`src/rtl/zoctalram_pkg.sv`:
```
// Shared constants, state encoding and bring-up helpers for the OctalRAM
// operator scheduler.
package zoctalram_pkg;

  localparam int DEF_TIMEOUT_CYC = 4096;

  // Op codes understood by the OctalRAM operator block.
  localparam logic [2:0] OP_IDLE    = 3'd0;
  localparam logic [2:0] OP_RST_IC  = 3'd1;
  localparam logic [2:0] OP_WR_MR   = 3'd2;
  localparam logic [2:0] OP_RD_MR   = 3'd3;
  localparam logic [2:0] OP_SYNC_WR = 3'd4;
  localparam logic [2:0] OP_SYNC_RD = 3'd5;

  typedef enum logic [2:0] {
    S_RST,
    S_WMR,
    S_RMR,
    S_IDLE,
    S_OP,
    S_GAP,
    S_FAULT
  } state_e;

  // Identifies a requester; also used as the round-robin "last granted" pointer.
  typedef enum logic {
    REQ_WR = 1'b0,
    REQ_RD = 1'b1
  } req_e;

  // Bring-up step that follows the given one (the last step hands over to idle).
  function automatic state_e boot_next(input state_e s);
    case (s)
      S_RST:   return S_WMR;
      S_WMR:   return S_RMR;
      default: return S_IDLE;
    endcase
  endfunction

  // Op code driven while sitting in a bring-up state; idle for anything else.
  function automatic logic [2:0] state_code(input state_e s);
    case (s)
      S_RST:   return OP_RST_IC;
      S_WMR:   return OP_WR_MR;
      S_RMR:   return OP_RD_MR;
      default: return OP_IDLE;
    endcase
  endfunction

endpackage

```
`src/rtl/zoctalram_rr_arb2.sv`:
```
// Two-way round-robin arbiter: write requester on bit 0, read requester on
// bit 1. On a tie the requester not granted last wins.
module zoctalram_rr_arb2
  import zoctalram_pkg::*;
(
  input  logic       iClk,
  input  logic       iRst_N,
  input  logic [1:0] req,
  input  logic       advance,
  output logic [1:0] grant,
  output req_e       last
);

  // Grant decision: a single requester always wins, a tie goes to the other one.
  always_comb begin
    // NOTE: every combinational output gets a default first so no path leaves it unassigned (no latch).
    grant = 2'b00;
    if (req == 2'b11) begin
      grant = (last == REQ_RD) ? 2'b01 : 2'b10;
    end else begin
      grant = req;
    end
  end

  // Pointer moves only when a grant is actually taken.
  always_ff @(posedge iClk or negedge iRst_N) begin
    // NOTE: state uses non-blocking assignments so every flop samples pre-edge values.
    if (!iRst_N) begin
      last <= REQ_RD;
    end else if (advance && (grant != 2'b00)) begin
      last <= grant[1] ? REQ_RD : REQ_WR;
    end
  end

endmodule

```
`src/rtl/zoctalram_scheduler.sv`:
```
// OctalRAM operator sequencer: runs IC reset / MR write / MR readback after
// reset, then shares sync write and sync read between two requesters.
module zoctalram_scheduler
  import zoctalram_pkg::*;
#(
  parameter int TIMEOUT_CYC = DEF_TIMEOUT_CYC
) (
  input  logic        iClk,
  input  logic        iRst_N,
  output logic [2:0]  oOp_Code,
  input  logic        iOp_Done,
  output logic [31:0] oAddress,
  output logic [15:0] oData,
  input  logic [15:0] iData,
  input  logic        iWr_Req,
  input  logic [31:0] iWr_Addr,
  input  logic [15:0] iWr_Data,
  output logic        oWr_Ack,
  input  logic        iRd_Req,
  input  logic [31:0] iRd_Addr,
  output logic        oRd_Ack,
  output logic [15:0] oRd_Data,
  output logic        oInit_Done,
  output logic        oBusy,
  output logic        oErr
);

  localparam int             CNT_W    = $clog2(TIMEOUT_CYC + 1);
  localparam logic [CNT_W-1:0] TMO_LAST = CNT_W'(TIMEOUT_CYC - 1);

  state_e             state_q, state_d;
  state_e             gap_next_q, gap_next_d;
  logic [CNT_W-1:0]   cnt_q, cnt_d;
  logic               op_wr_q, op_wr_d;
  logic [2:0]         code_d;
  logic [31:0]        addr_d;
  logic [15:0]        data_d, rd_data_d;
  logic               wr_ack_d, rd_ack_d, init_d, err_d;
  logic [1:0]         grant;
  req_e               arb_last_unused;  // pointer is internal to the arbiter; the FSM only needs the grant
  logic               timed_out;

  zoctalram_rr_arb2 u_arb (
    .iClk    (iClk),
    .iRst_N  (iRst_N),
    .req     ({iRd_Req, iWr_Req}),
    .advance (state_q == S_IDLE),
    .grant   (grant),
    .last    (arb_last_unused)
  );

  // The counter holds (cycles the current code has been visible) - 1.
  assign timed_out = (cnt_q == TMO_LAST);
  assign oBusy     = (state_q != S_IDLE);

  // Next-state and next-output logic; outputs hold unless a transition changes them.
  always_comb begin
    state_d    = state_q;
    gap_next_d = gap_next_q;
    cnt_d      = cnt_q;
    op_wr_d    = op_wr_q;
    code_d     = oOp_Code;
    addr_d     = oAddress;
    data_d     = oData;
    rd_data_d  = oRd_Data;
    wr_ack_d   = 1'b0;
    rd_ack_d   = 1'b0;
    init_d     = oInit_Done;
    err_d      = oErr;

    case (state_q)
      S_RST, S_WMR, S_RMR: begin
        if ((state_q == S_RST) && (oOp_Code == OP_IDLE)) begin
          // First cycle out of reset: raise the IC-reset code, done cannot be pending yet.
          code_d = OP_RST_IC;
        end else if (iOp_Done) begin
          state_d    = S_GAP;
          gap_next_d = boot_next(state_q);
          code_d     = OP_IDLE;
        end else if (timed_out) begin
          err_d   = 1'b1;
          code_d  = OP_IDLE;
          state_d = S_FAULT;
        end else begin
          cnt_d = cnt_q + 1'b1;
        end
      end

      S_GAP: begin
        // One code-0 cycle lets the operator's step counter return to zero.
        state_d = gap_next_q;
        cnt_d   = '0;
        code_d  = state_code(gap_next_q);
        if (gap_next_q == S_IDLE) begin
          init_d = 1'b1;
        end
      end

      S_IDLE: begin
        if (grant != 2'b00) begin
          state_d = S_OP;
          cnt_d   = '0;
          op_wr_d = grant[0];
          if (grant[0]) begin
            code_d = OP_SYNC_WR;
            addr_d = iWr_Addr;
            data_d = iWr_Data;
          end else begin
            code_d = OP_SYNC_RD;
            addr_d = iRd_Addr;
          end
        end
      end

      S_OP: begin
        if (iOp_Done || timed_out) begin
          // A timed-out op still acks so the requester is never left hanging.
          state_d    = S_GAP;
          gap_next_d = S_IDLE;
          code_d     = OP_IDLE;
          if (!iOp_Done) begin
            err_d = 1'b1;
          end
          if (op_wr_q) begin
            wr_ack_d = 1'b1;
          end else begin
            rd_ack_d  = 1'b1;
            rd_data_d = iOp_Done ? iData : 16'h0000;
          end
        end else begin
          cnt_d = cnt_q + 1'b1;
        end
      end

      S_FAULT: begin
        // Absorbing: only reset leaves this state.
      end

      default: begin
        state_d = S_FAULT;
        code_d  = OP_IDLE;
      end
    endcase
  end

  // State, timeout counter and registered outputs.
  always_ff @(posedge iClk or negedge iRst_N) begin
    if (!iRst_N) begin
      state_q    <= S_RST;
      gap_next_q <= S_IDLE;
      cnt_q      <= '0;
      op_wr_q    <= 1'b0;
      oOp_Code   <= OP_IDLE;
      oAddress   <= '0;
      oData      <= '0;
      oRd_Data   <= '0;
      oWr_Ack    <= 1'b0;
      oRd_Ack    <= 1'b0;
      oInit_Done <= 1'b0;
      oErr       <= 1'b0;
    end else begin
      state_q    <= state_d;
      gap_next_q <= gap_next_d;
      cnt_q      <= cnt_d;
      op_wr_q    <= op_wr_d;
      oOp_Code   <= code_d;
      oAddress   <= addr_d;
      oData      <= data_d;
      oRd_Data   <= rd_data_d;
      oWr_Ack    <= wr_ack_d;
      oRd_Ack    <= rd_ack_d;
      oInit_Done <= init_d;
      oErr       <= err_d;
    end
  end

endmodule
```
`config.mk`:
```
export PLATFORM = sky130hd
export DESIGN_NAME = zoctalram_scheduler
export DESIGN_NICKNAME = d
export VERILOG_FILES = /design/src/rtl/zoctalram_pkg.sv /design/src/rtl/zoctalram_rr_arb2.sv /design/src/rtl/zoctalram_scheduler.sv
export SDC_FILE = /design/constraint.sdc
export NUM_CORES = 1
export LEC_CHECK = 0
export CAP_MARGIN = 20
export CORE_MARGIN = 2
export CORE_UTILIZATION = 43
export CTS_CLUSTER_DIAMETER = 150
export DETAILED_ROUTE_END_ITERATION = 8
export PLACE_DENSITY = 0.8
export SYNTH_ARGS = -nofsm -noshare
export SYNTH_HDL_FRONTEND = slang
export SYNTH_SLANG_ARGS = --single-unit
```
`constraint.sdc`:
```
create_clock -name iClk -period 2.9 [get_ports iClk]
set_clock_uncertainty 0.1 [all_clocks]
set_input_delay 0.58 -clock iClk [delete_from_list [all_inputs] [get_ports iClk]]
set_output_delay 0.58 -clock iClk [all_outputs]
set_load 0.05 [all_outputs]
```
==> results.tsv, run 1 <==
stage	metric	value	unit
worst_setup_path	cp_data_required_time	2.22	ns
detailed_routing	post_drt_wl_per_cell	15.26	µm
logic_synthesis	synth-compound-area-share	0.1666	
global_routing	grt_max_degree	55	
logic_synthesis	synth_top_family_by_area	compound AO/OA/AOI/OAI gates	
sta	drv_slew	0	
worst_setup_path	worstPathCellList	nor2b_1 -> and2_1 -> inv_1 -> buf_4	
sta	finalWorstSetupSlack	0.3038	ns
global_routing	grt_first_pass_wirelength	17.15	mm
cells_and_area	drive_above_1_share	0.1071	
sta	fin_crit_sh	0.8952	
clock_tree	clkTransAtPathRegs	0.09	ns
detailed_routing	ant_nets	0	
sta	fin_setup_tns	0	ns
sta	worstMarginPinSlew	0.5843	ns
clock_tree	cts-resized-gates	0	
placed_design	place_area	0.006121	mm²
global_routing	grt_pass1_vias	3582	
worst_setup_path	path_buf_inv	2	
logic_synthesis	yosysWarnings	0	
worst_setup_path	worstSetupPathType	flop to output port	
sta	fmax	385.2	MHz
detailed_routing	drt-initial-drc-count	293	
clock_tree	cts-root-buf	clkbuf_8	
detailed_routing	top_layer_used	met4	
run_status	outcome	completed	
placed_design	dpl.hpwl	7.904	mm
power	p_per_area	1131	mW/mm²
sta	hold_viol	0	
logic_synthesis	synth-xor-area-share	0	
logic_synthesis	avgSynthCellArea	10.95	µm²
detailed_routing	met1_length	4.290	mm
logic_synthesis	synthSimpleGateAreaFrac	0.1208	
sta	slew_headroom	0.6105	
floorplan	die_h	103.0	µm
detailed_routing	drc	0	
cells_and_area	nets	661	
logic_synthesis	ys_seq_area_frac	0.5413	
floorplan	rows	36	
clock_tree	clk_latency	0.35	ns
sta	rsz0062_at_grt	no	
floorplan	die_area	0.01061	mm²
worst_setup_path	crit_fanout	18	
clock_tree	cts_tree	built	
detailed_routing	viasPerCell	5.222	
worst_setup_path	critPathTopFamily	flip-flops	
logic_synthesis	synth_cells	385	
worst_setup_path	max_stage_delay	0.65	ns
logic_synthesis	syn-num-nets	491	
clock_tree	cts_buffers	9	
power	leakage	0.002784	µW
clock_tree	ctsHoldBuffers	0	
sta	fin_crit	2.596	ns
min_path	min_path_type	primary input to async pin	
global_routing	grt_use_total	0.2060	
placed_design	place.port_buffers	172	
logic_synthesis	synthMuxAreaShare	0.1214	
logic_synthesis	synthAdderAreaFrac	0.01485	
detailed_routing	met3_length	696	µm
logic_synthesis	synth_area_leaders	dfrtp_1, mux2i_1, o21ai_0	
worst_setup_path	cp_slowest_cell	dfrtp_1	
logic_synthesis	ys_types	52	
run	cap_viol_max_count	0	
sta	setup_viol_count_final	0	
clock_tree	cts_max_level	3	
logic_synthesis	synth.cell_area	0.004214	mm²
worst_setup_path	arrival	1.92	ns
placed_design	place_congestion	0.8650	
detailed_routing	first_pass_iters	4	
floorplan	boundaryPins	173	
cells_and_area	final_cell_area	0.006345	mm²
floorplan	core_area	0.009639	mm²
global_routing	antenna_found_initial	0	
power	ir_drop	0.0006458	V
worst_setup_path	cp-end-kind	output port	
floorplan	initial_core_util	0.4372	
clock_tree	postCtsSetupBuffers	0	
logic_synthesis	synthDominantCellAreaShare	0.5226	
worst_setup_path	cp-start-kind	flop	
logic_synthesis	yosysTopAreaCell	dfrtp_1	
placed_design	pre_cts_ws	0.06803	ns
cells_and_area	diodes	0	
floorplan	die-width	103.0	µm
clock_tree	clock_path_buffers	2	
global_routing	gr-total-overflow	0	
detailed_routing	wl	10.58	mm
detailed_routing	vias	3619	
detailed_routing	met2_length	5.388	mm
logic_synthesis	ys_ff_latch	91	
clock_tree	cts.sinks	91	
cells_and_area	area_growth	50.56	%
## cells in the mapped netlist, drive strengths merged
cell / n
or3: 5
o2bb2ai: 1
o31ai: 17
and2: 3
o41ai: 4
a32o: 1
o21ai: 47
a311oi: 1
nor2: 14
buf: 10
a32oi: 1
a22o: 16
nor4b: 1
o22ai: 1
nor2b: 6
or4: 1
dfrtp: 88
inv: 9
a31o: 1
o21a: 3
a22oi: 1
nand3: 7
clkbuf: 15
a21oi: 2
nor3b: 2
or3b: 1
nor3: 5
a21o: 2
a31oi: 5
or2: 2
a221o: 1
nand4: 2
nor4: 1
and3: 1
nand2b: 4
ha: 5
dfstp: 3
a211oi: 2
nand3b: 1
mux2: 17
mux2i: 32
nand2: 44
## stage by stage
| step | hold WS (ns) | utilization | power [µW] | std cells |
|---|---|---|---|---|
| after CTS | 0.1051 | 0.6582 | 7221 | 693 |
| after floorplan | 0.1844 | - | 4833 | 385 |
| after detailed placement | 0.3613 | 0.6350 | 6245 | 677 |
| after global routing | 0.1211 | 0.6582 | 7571 | 693 |
| after global placement | 0.3528 | 0.6350 | 6137 | 677 |
| final | 0.08209 | 0.6582 | 7176 | 693 |
## metal layers
metal | global-route usage | vias up
met3 | 0.05356 | 17
li1 | - | 1726
met5 | 0 | -
met1 | 0.2604 | 1758
met4 | 0.07591 | 0
met2 | 0.3417 | 118
## final cells by class
cell class	instances	area, µm²
clock buffer	10	127.6
clock inverter	6	96.34
fill	775	3294
inverter	9	33.78
multi-input combinational	260	1808
sequential	91	2281
tap	133	166.4
timing repair buffer	184	1832
## path summary, 6_finish.rpt
path,slack (ns),cells after the start,to,from
setup / recovery,0.30,4,oBusy,state_q[1]
hold / removal,0.08,1,oAddress[0],iRst_N
setup reg to reg,0.36,6,oRd_Data[5],cnt_q[0]
hold reg to reg,0.38,1,oErr,oErr
max in group asynchronous,1.91,2,oAddress[6],iRst_N
min in group iClk,0.38,1,oErr,oErr
## cell usage in the layout, fill, tap and decap left out, types with 5 or more instances in the layout
cell and instances:
inv_1 9, clkdlybuf4s50_1 170, clkbuf_8 9, nor2b_1 6, o21ai_0 45, buf_4 12, o31ai_1 17, nor2_1 13
nand3_1 6, or3_1 5, ha_1 5, mux2i_1 32, a31oi_1 5, nand2_1 44, a22o_1 16, mux2_2 17
dfrtp_1 88, nor3_1 5
## sequential cells by signal (all words and copies together), names as in the netlist
name        flops
oAddress       32
op_wr_q         1
oRd_Ack         1
cnt_q          13
oWr_Ack         1
state_q         3
oOp_Code        3
oInit_Done      1
oErr            1
oData          16
oRd_Data       16
u_arb.last      1
gap_next_q      2
## kinds of logic after synthesis
family,after synthesis
compound gates,106
simple gates,100
flops,91
buf+inv,34
mux,49
fa+ha+maj,5
## report_power, final
part           internal, µW  switching [µW]  total, µW
registers              1860             471       2330
clock network           497             465        961
logic                  1420            2460       3880
total                  3780            3390       7180
(Power assumes the default switching activity.)
==> run 2: changes to the inputs <==
--- a/config.mk
+++ b/config.mk
@@ -6,7 +6,7 @@
 export NUM_CORES = 1
 export LEC_CHECK = 0
 export CAP_MARGIN = 20
-export CORE_MARGIN = 2
+export CORE_MARGIN = 4
 export CORE_UTILIZATION = 43
 export CTS_CLUSTER_DIAMETER = 150
 export DETAILED_ROUTE_END_ITERATION = 8
==> constraint.sdc (replaced) <==
create_clock -name iClk -period 2.6 [get_ports iClk]
set_clock_uncertainty 0.1 [all_clocks]
set_input_delay 0.52 -clock iClk [delete_from_list [all_inputs] [get_ports iClk]]
set_output_delay 0.52 -clock iClk [all_outputs]
set_load 0.05 [all_outputs]
==> results.tsv, run 2 (same netlist as run 1, synthesis figures left out) <==
stage	metric	value	unit	change
run_status	outcome	completed		
worst_setup_path	crit_fanout	17		-1
cells_and_area	layout_commonest_cell	clkdlybuf4s50_1		
detailed_routing	ant_nets	0		unchanged
sta	fin_setup_tns	0	ns	unchanged
clock_tree	cts_buffers	9		unchanged
global_routing	antenna_found_initial	0		unchanged
sta	fmax	406.1	MHz	
cells_and_area	nFillCells	735		-5.2%
worst_setup_path	cp_slowest_cell	dfrtp_1		
floorplan	die_area	0.01145	mm²	+7.9%
detailed_routing	drt-initial-drc-count	157		-46%
cells_and_area	top_regs	oAddress x32, oData x16, oRd_Data x16		
sta	worstMarginPinSlew	0.6056	ns	+0.02133 ns
power	ir_drop	0.0005964	V	-7.7%
cells_and_area	largest_register_ffs	32		unchanged
global_routing	gr-total-overflow	0		unchanged
power	total_power	7986	µW	+11%
detailed_routing	first_pass_iters	7		+3
clock_tree	cts-resized-gates	0		unchanged
detailed_routing	post_drt_wl_per_cell	16.91	µm	+11%
cells_and_area	diodes	0		unchanged
sta	drv_slew	0		unchanged
sta	finalWorstSetupSlack	0.1374	ns	-0.1665 ns
floorplan	die-width	107.0	µm	+3.9%
cells_and_area	drive_above_1_share	0.1119		+0.004758
cells_and_area	nets	664		+0.45%
detailed_routing	viasPerCell	5.227		about the same
placed_design	place.port_buffers	172		unchanged
worst_setup_path	cp-end-kind	output port		
sta	setup_viol_count_final	0		unchanged
clock_tree	cts.sinks	91		unchanged
worst_setup_path	rr_worst_depth	6		unchanged
floorplan	boundaryPins	173		unchanged
floorplan	die_h	107.0	µm	+3.9%
sta	holdWs	0.02143	ns	-0.06066 ns
clock_tree	postCtsSetupBuffers	0		unchanged
clock_tree	clock_path_buffers	2		unchanged
clock_tree	cts-root-buf	clkbuf_8		
power	leakage	0.002803	µW	+0.69%
sta	hold_viol	0		unchanged
clock_tree	clkTransAtPathRegs	0.10	ns	about the same
global_routing	grt_first_pass_wirelength	18.96	mm	+11%
worst_setup_path	path_buf_inv	2		unchanged
global_routing	grt_max_degree	67		+22%
clock_tree	cts_max_level	3		unchanged
sta	fin_crit	2.463	ns	
cells_and_area	mostFrequentLayoutCells	clkdlybuf4s50_1, dfrtp_1, o21ai_0		
cells_and_area	regMostFlops	oAddress		
global_routing	grt_use_total	0.2086		+0.002606
detailed_routing	wl	11.70	mm	+11%
detailed_routing	vias	3617		-0.055%
run	cap_viol_max_count	0		unchanged
placed_design	dpl.hpwl	8.825	mm	+12%
clock_tree	clk_latency	0.35	ns	about the same
worst_setup_path	worstPathCellList	nor2b_1 -> and2_1 -> inv_1 -> buf_12		
worst_setup_path	arrival	1.84	ns	-0.08 ns
worst_setup_path	max_stage_delay	0.57	ns	-0.08 ns
min_path	min_path_type	primary input to async pin		
sta	slew_headroom	0.5962		-0.01422
floorplan	initial_core_util	0.4497		+0.01249
detailed_routing	drc	0		unchanged
cells_and_area	fin_util	0.6805		+0.02228
placed_design	pre_cts_ws	-0.1319	ns	-0.1999 ns
clock_tree	ctsHoldBuffers	0		unchanged
global_routing	grt_pass1_vias	3902		+8.9%
floorplan	core_area	0.009371	mm²	-2.8%
placed_design	place_congestion	0.8027		-7.2%
sta	rsz0062_at_grt	no		
worst_setup_path	cp_data_required_time	1.98	ns	-0.24 ns
worst_setup_path	cp.depth	4		unchanged
sta	fin_crit_sh	0.9472		
worst_setup_path	worstSetupPathType	flop to output port		
worst_setup_path	cp-start-kind	flop		
cells_and_area	area_growth	51.34	%	
worst_setup_path	critPathTopFamily	simple AND/OR/NAND/NOR gates		
power	p_per_area	1252	mW/mm²	+11%
clock_tree	cts_tree	built		
floorplan	rows	35		-2.8%
## run 2: cell count changes in the layout (fill, tap and decap cells not counted), sizes merged
cell	delta
buf	+3
bufinv	-1
clkinvlp	+1
## run 2: report_power, final
part | internal, µW | leakage [µW] | switching (µW) | total, µW
sequential | 2080 | 0.00116 | 514 | 2590
clock | 457 | 0.0000950 | 513 | 970
combinational | 1610 | 0.00154 | 2820 | 4430
## run 2: area by class of cell
type                       count  area, µm²  area share
sequential                    91       2281      0.3577
timing repair buffer         187       1892      0.2966
multi-input combinational    260       1808      0.2835
tap                          129      161.4     0.02531
clock buffer                  10      127.6     0.02001
clock inverter                 6      73.82     0.01158
inverter                       9      33.78    0.005297
## run 2: worst paths after layout
kind	start	to	slack, ns
setup / recovery	state_q[2]	oBusy	0.14
max in group asynchronous	iRst_N	oAddress[20]	1.72
hold / removal	iRst_N	oRd_Data[15]	0.02
min in group iClk	oAddress[27]	oAddress[27]	0.38
hold reg to reg	oAddress[27]	oAddress[27]	0.38
setup reg to reg	cnt_q[0]	oRd_Data[2]	0.18
## run 2: metrics by stage
step           area, µm²  instances
2_1_floorplan       4214        385
3_5_place_dp        6176        676
3_3_place_gp        6176        676
4_1_cts             6377        692
6_report            6377        692
5_1_grt             6377        692
## run 2: layer usage
layer,part of all wire,track usage
met2,0.52,0.3647
met3,0.078,0.06442
met5,0,0
met1,0.39,0.2488
met4,0.015,0.05662
## run 2: worst register-to-register path, cell delays in order, from the launching register on
cell,delay (ns)
dfrtp_1,0.40
ha_1,0.29
nand4_2,0.18
nor4_4,0.28
nor2_2,0.09
or3_1,0.63
a22o_1,0.34
==> run 3: changes to the inputs <==
--- a/config.mk
+++ b/config.mk
@@ -6,11 +6,13 @@
 export NUM_CORES = 1
 export LEC_CHECK = 0
 export CAP_MARGIN = 20
+export CORE_ASPECT_RATIO = 1.75
 export CORE_MARGIN = 4
-export CORE_UTILIZATION = 43
+export CORE_UTILIZATION = 47
 export CTS_CLUSTER_DIAMETER = 150
 export DETAILED_ROUTE_END_ITERATION = 8
-export PLACE_DENSITY = 0.8
+export GPL_ROUTABILITY_DRIVEN = 0
+export PLACE_DENSITY = 0.87
 export SYNTH_ARGS = -nofsm -noshare
 export SYNTH_HDL_FRONTEND = slang
 export SYNTH_SLANG_ARGS = --single-unit
==> constraint.sdc (replaced) <==
create_clock -name iClk -period 3.1 [get_ports iClk]
set_clock_uncertainty 0.1 [all_clocks]
set_input_delay 0.62 -clock iClk [delete_from_list [all_inputs] [get_ports iClk]]
set_output_delay 0.62 -clock iClk [all_outputs]
set_load 0.05 [all_outputs]
==> results.tsv, run 3 (same netlist as run 1, synthesis figures left out) <==
stage	metric	value	unit	change
run_status	outcome	completed		
cells_and_area	final_cell_area	0.006389	mm²	+0.18%
clock_tree	cts-resized-gates	0		unchanged
detailed_routing	ant_nets	0		unchanged
global_routing	grt_pass1_vias	3855		-1.2%
worst_setup_path	arrival	2.20	ns	+0.36 ns
cells_and_area	layout_commonest_cell	clkdlybuf4s50_1		
min_path	min_path_type	primary input to async pin		
sta	finalWorstSetupSlack	0.1799	ns	+0.04254 ns
worst_setup_path	rr_worst_depth	6		unchanged
power	ir_drop	0.0006400	V	+7.3%
cells_and_area	top_regs	oAddress x32, oData x16, oRd_Data x16		
placed_design	place.port_buffers	172		unchanged
cells_and_area	drive_above_1_share	0.1071		-0.004758
worst_setup_path	crit_fanout	21		+4
clock_tree	cts-root-buf	clkbuf_16		
power	leakage	0.002809	µW	+0.21%
floorplan	die_h	133.3	µm	+25%
cells_and_area	area_growth	51.60	%	
sta	setup_viol_count_final	0		unchanged
clock_tree	cts_buffers	9		unchanged
sta	hold_viol	0		unchanged
cells_and_area	nets	661		-0.45%
clock_tree	postCtsSetupBuffers	0		unchanged
clock_tree	clkTransAtPathRegs	0.07	ns	-0.03 ns
floorplan	die-width	79.58	µm	-26%
clock_tree	cts_tree	built		
clock_tree	clk_latency	0.34	ns	about the same
placed_design	place_area	0.006103	mm²	-1.2%
power	p_per_area	1088	mW/mm²	-13%
cells_and_area	regMostFlops	oAddress		
floorplan	core_area	0.008727	mm²	-6.9%
sta	drv_slew	0		unchanged
worst_setup_path	r2r_setup_slack	0.55	ns	+0.37 ns
placed_design	dpl.hpwl	9.018	mm	+2.2%
cells_and_area	mostFrequentLayoutCells	clkdlybuf4s50_1, dfrtp_1, o21ai_0		
floorplan	initial_core_util	0.4829		+0.03320
global_routing	antenna_found_initial	0		unchanged
placed_design	pre_cts_ws	0.2372	ns	+0.3690 ns
worst_setup_path	r2r-end	oRd_Data[9]		
floorplan	rows	45		+29%
run	cap_viol_max_count	0		unchanged
detailed_routing	vias	3708		+2.5%
clock_tree	cts_max_level	3		unchanged
cells_and_area	diodes	0		unchanged
sta	rsz0062_at_grt	no		
sta	fin_crit_sh	0.9420		
detailed_routing	viasPerCell	5.477		+4.8%
global_routing	grt_first_pass_wirelength	19.20	mm	+1.2%
detailed_routing	wl	11.89	mm	+1.6%
sta	worstMarginPinSlew	0.6862	ns	+0.08059 ns
worst_setup_path	worstSetupPathType	flop to output port		
worst_setup_path	cp-end-kind	output port		
worst_setup_path	cp_data_required_time	2.38	ns	+0.40 ns
sta	fin_setup_tns	0	ns	unchanged
clock_tree	cts.sinks	91		unchanged
detailed_routing	drc	0		unchanged
detailed_routing	post_drt_wl_per_cell	17.56	µm	+3.9%
sta	fin_crit	2.920	ns	
cells_and_area	largest_register_ffs	32		unchanged
global_routing	gr-total-overflow	0		unchanged
floorplan	die_area	0.01060	mm²	-7.4%
worst_setup_path	cp-start-kind	flop		
clock_tree	clock_path_buffers	2		unchanged
worst_setup_path	timing.rr.start	cnt_q[0]		
clock_tree	ctsHoldBuffers	0		unchanged
global_routing	grt_use_total	0.2351		+0.02648
global_routing	grt_max_degree	64		-4.5%
sta	fmax	342.5	MHz	
sta	slew_headroom	0.5425		-0.05373
detailed_routing	drt-initial-drc-count	169		+7.6%
detailed_routing	first_pass_iters	5		-2
floorplan	boundaryPins	173		unchanged
-- run 3: power breakdown --
part / switching [µW] / internal, µW
logic: 2410 / 1340
clock network: 477 / 571
registers: 406 / 1740
total: 3290 / 3660
-- run 3: critical path: stages, from the launching register on --
cell	delay, ns
dfrtp_1	0.70
and2_1	0.33
inv_1	0.11
clkdlybuf4s50_1	0.72
-- run 3: through the flow --
stage	hold WS (ns)	std cells	power, µW	util
final	0.2199	677	6951	0.7320
after floorplan	0.2244	385	4521	-
after CTS	0.2347	677	6999	0.7320
after global routing	0.2699	677	7317	0.7320
after detailed placement	0.3616	661	5910	0.6994
after global placement	0.3604	661	5792	0.6994
-- run 3: worst max-delay path by stage --
stage	slack [ns]	start	to	cells after the start
floorplan	0.83	state_q[1]	oData[10]	8
global placement	0.34	iWr_Req	cnt_q[5]	6
detailed placement	0.24	iWr_Req	cnt_q[5]	6
CTS	0.20	state_q[0]	oBusy	3
global route	0.05	state_q[0]	oBusy	3
finish	0.18	state_q[0]	oBusy	3
-- run 3: area by class of cell --
class                   instances  area, µm²
clock buffers                  10      239.0
flip-flops and latches         91       2281
repair buffers                184       1834
multi-input cells             260       1808
inverters                       9      33.78
fillers                       608       2338
well taps                     117      146.4
clock inverters                 6      46.29
-- run 3: metal layers --
metal  share of wire  global-route usage  vias up
met5               0                   0        -
met4           0.023             0.09560        0
met3           0.099             0.08796       21
met2            0.52              0.4107      186
met1            0.35              0.2497     1775
li1                -                   -     1726
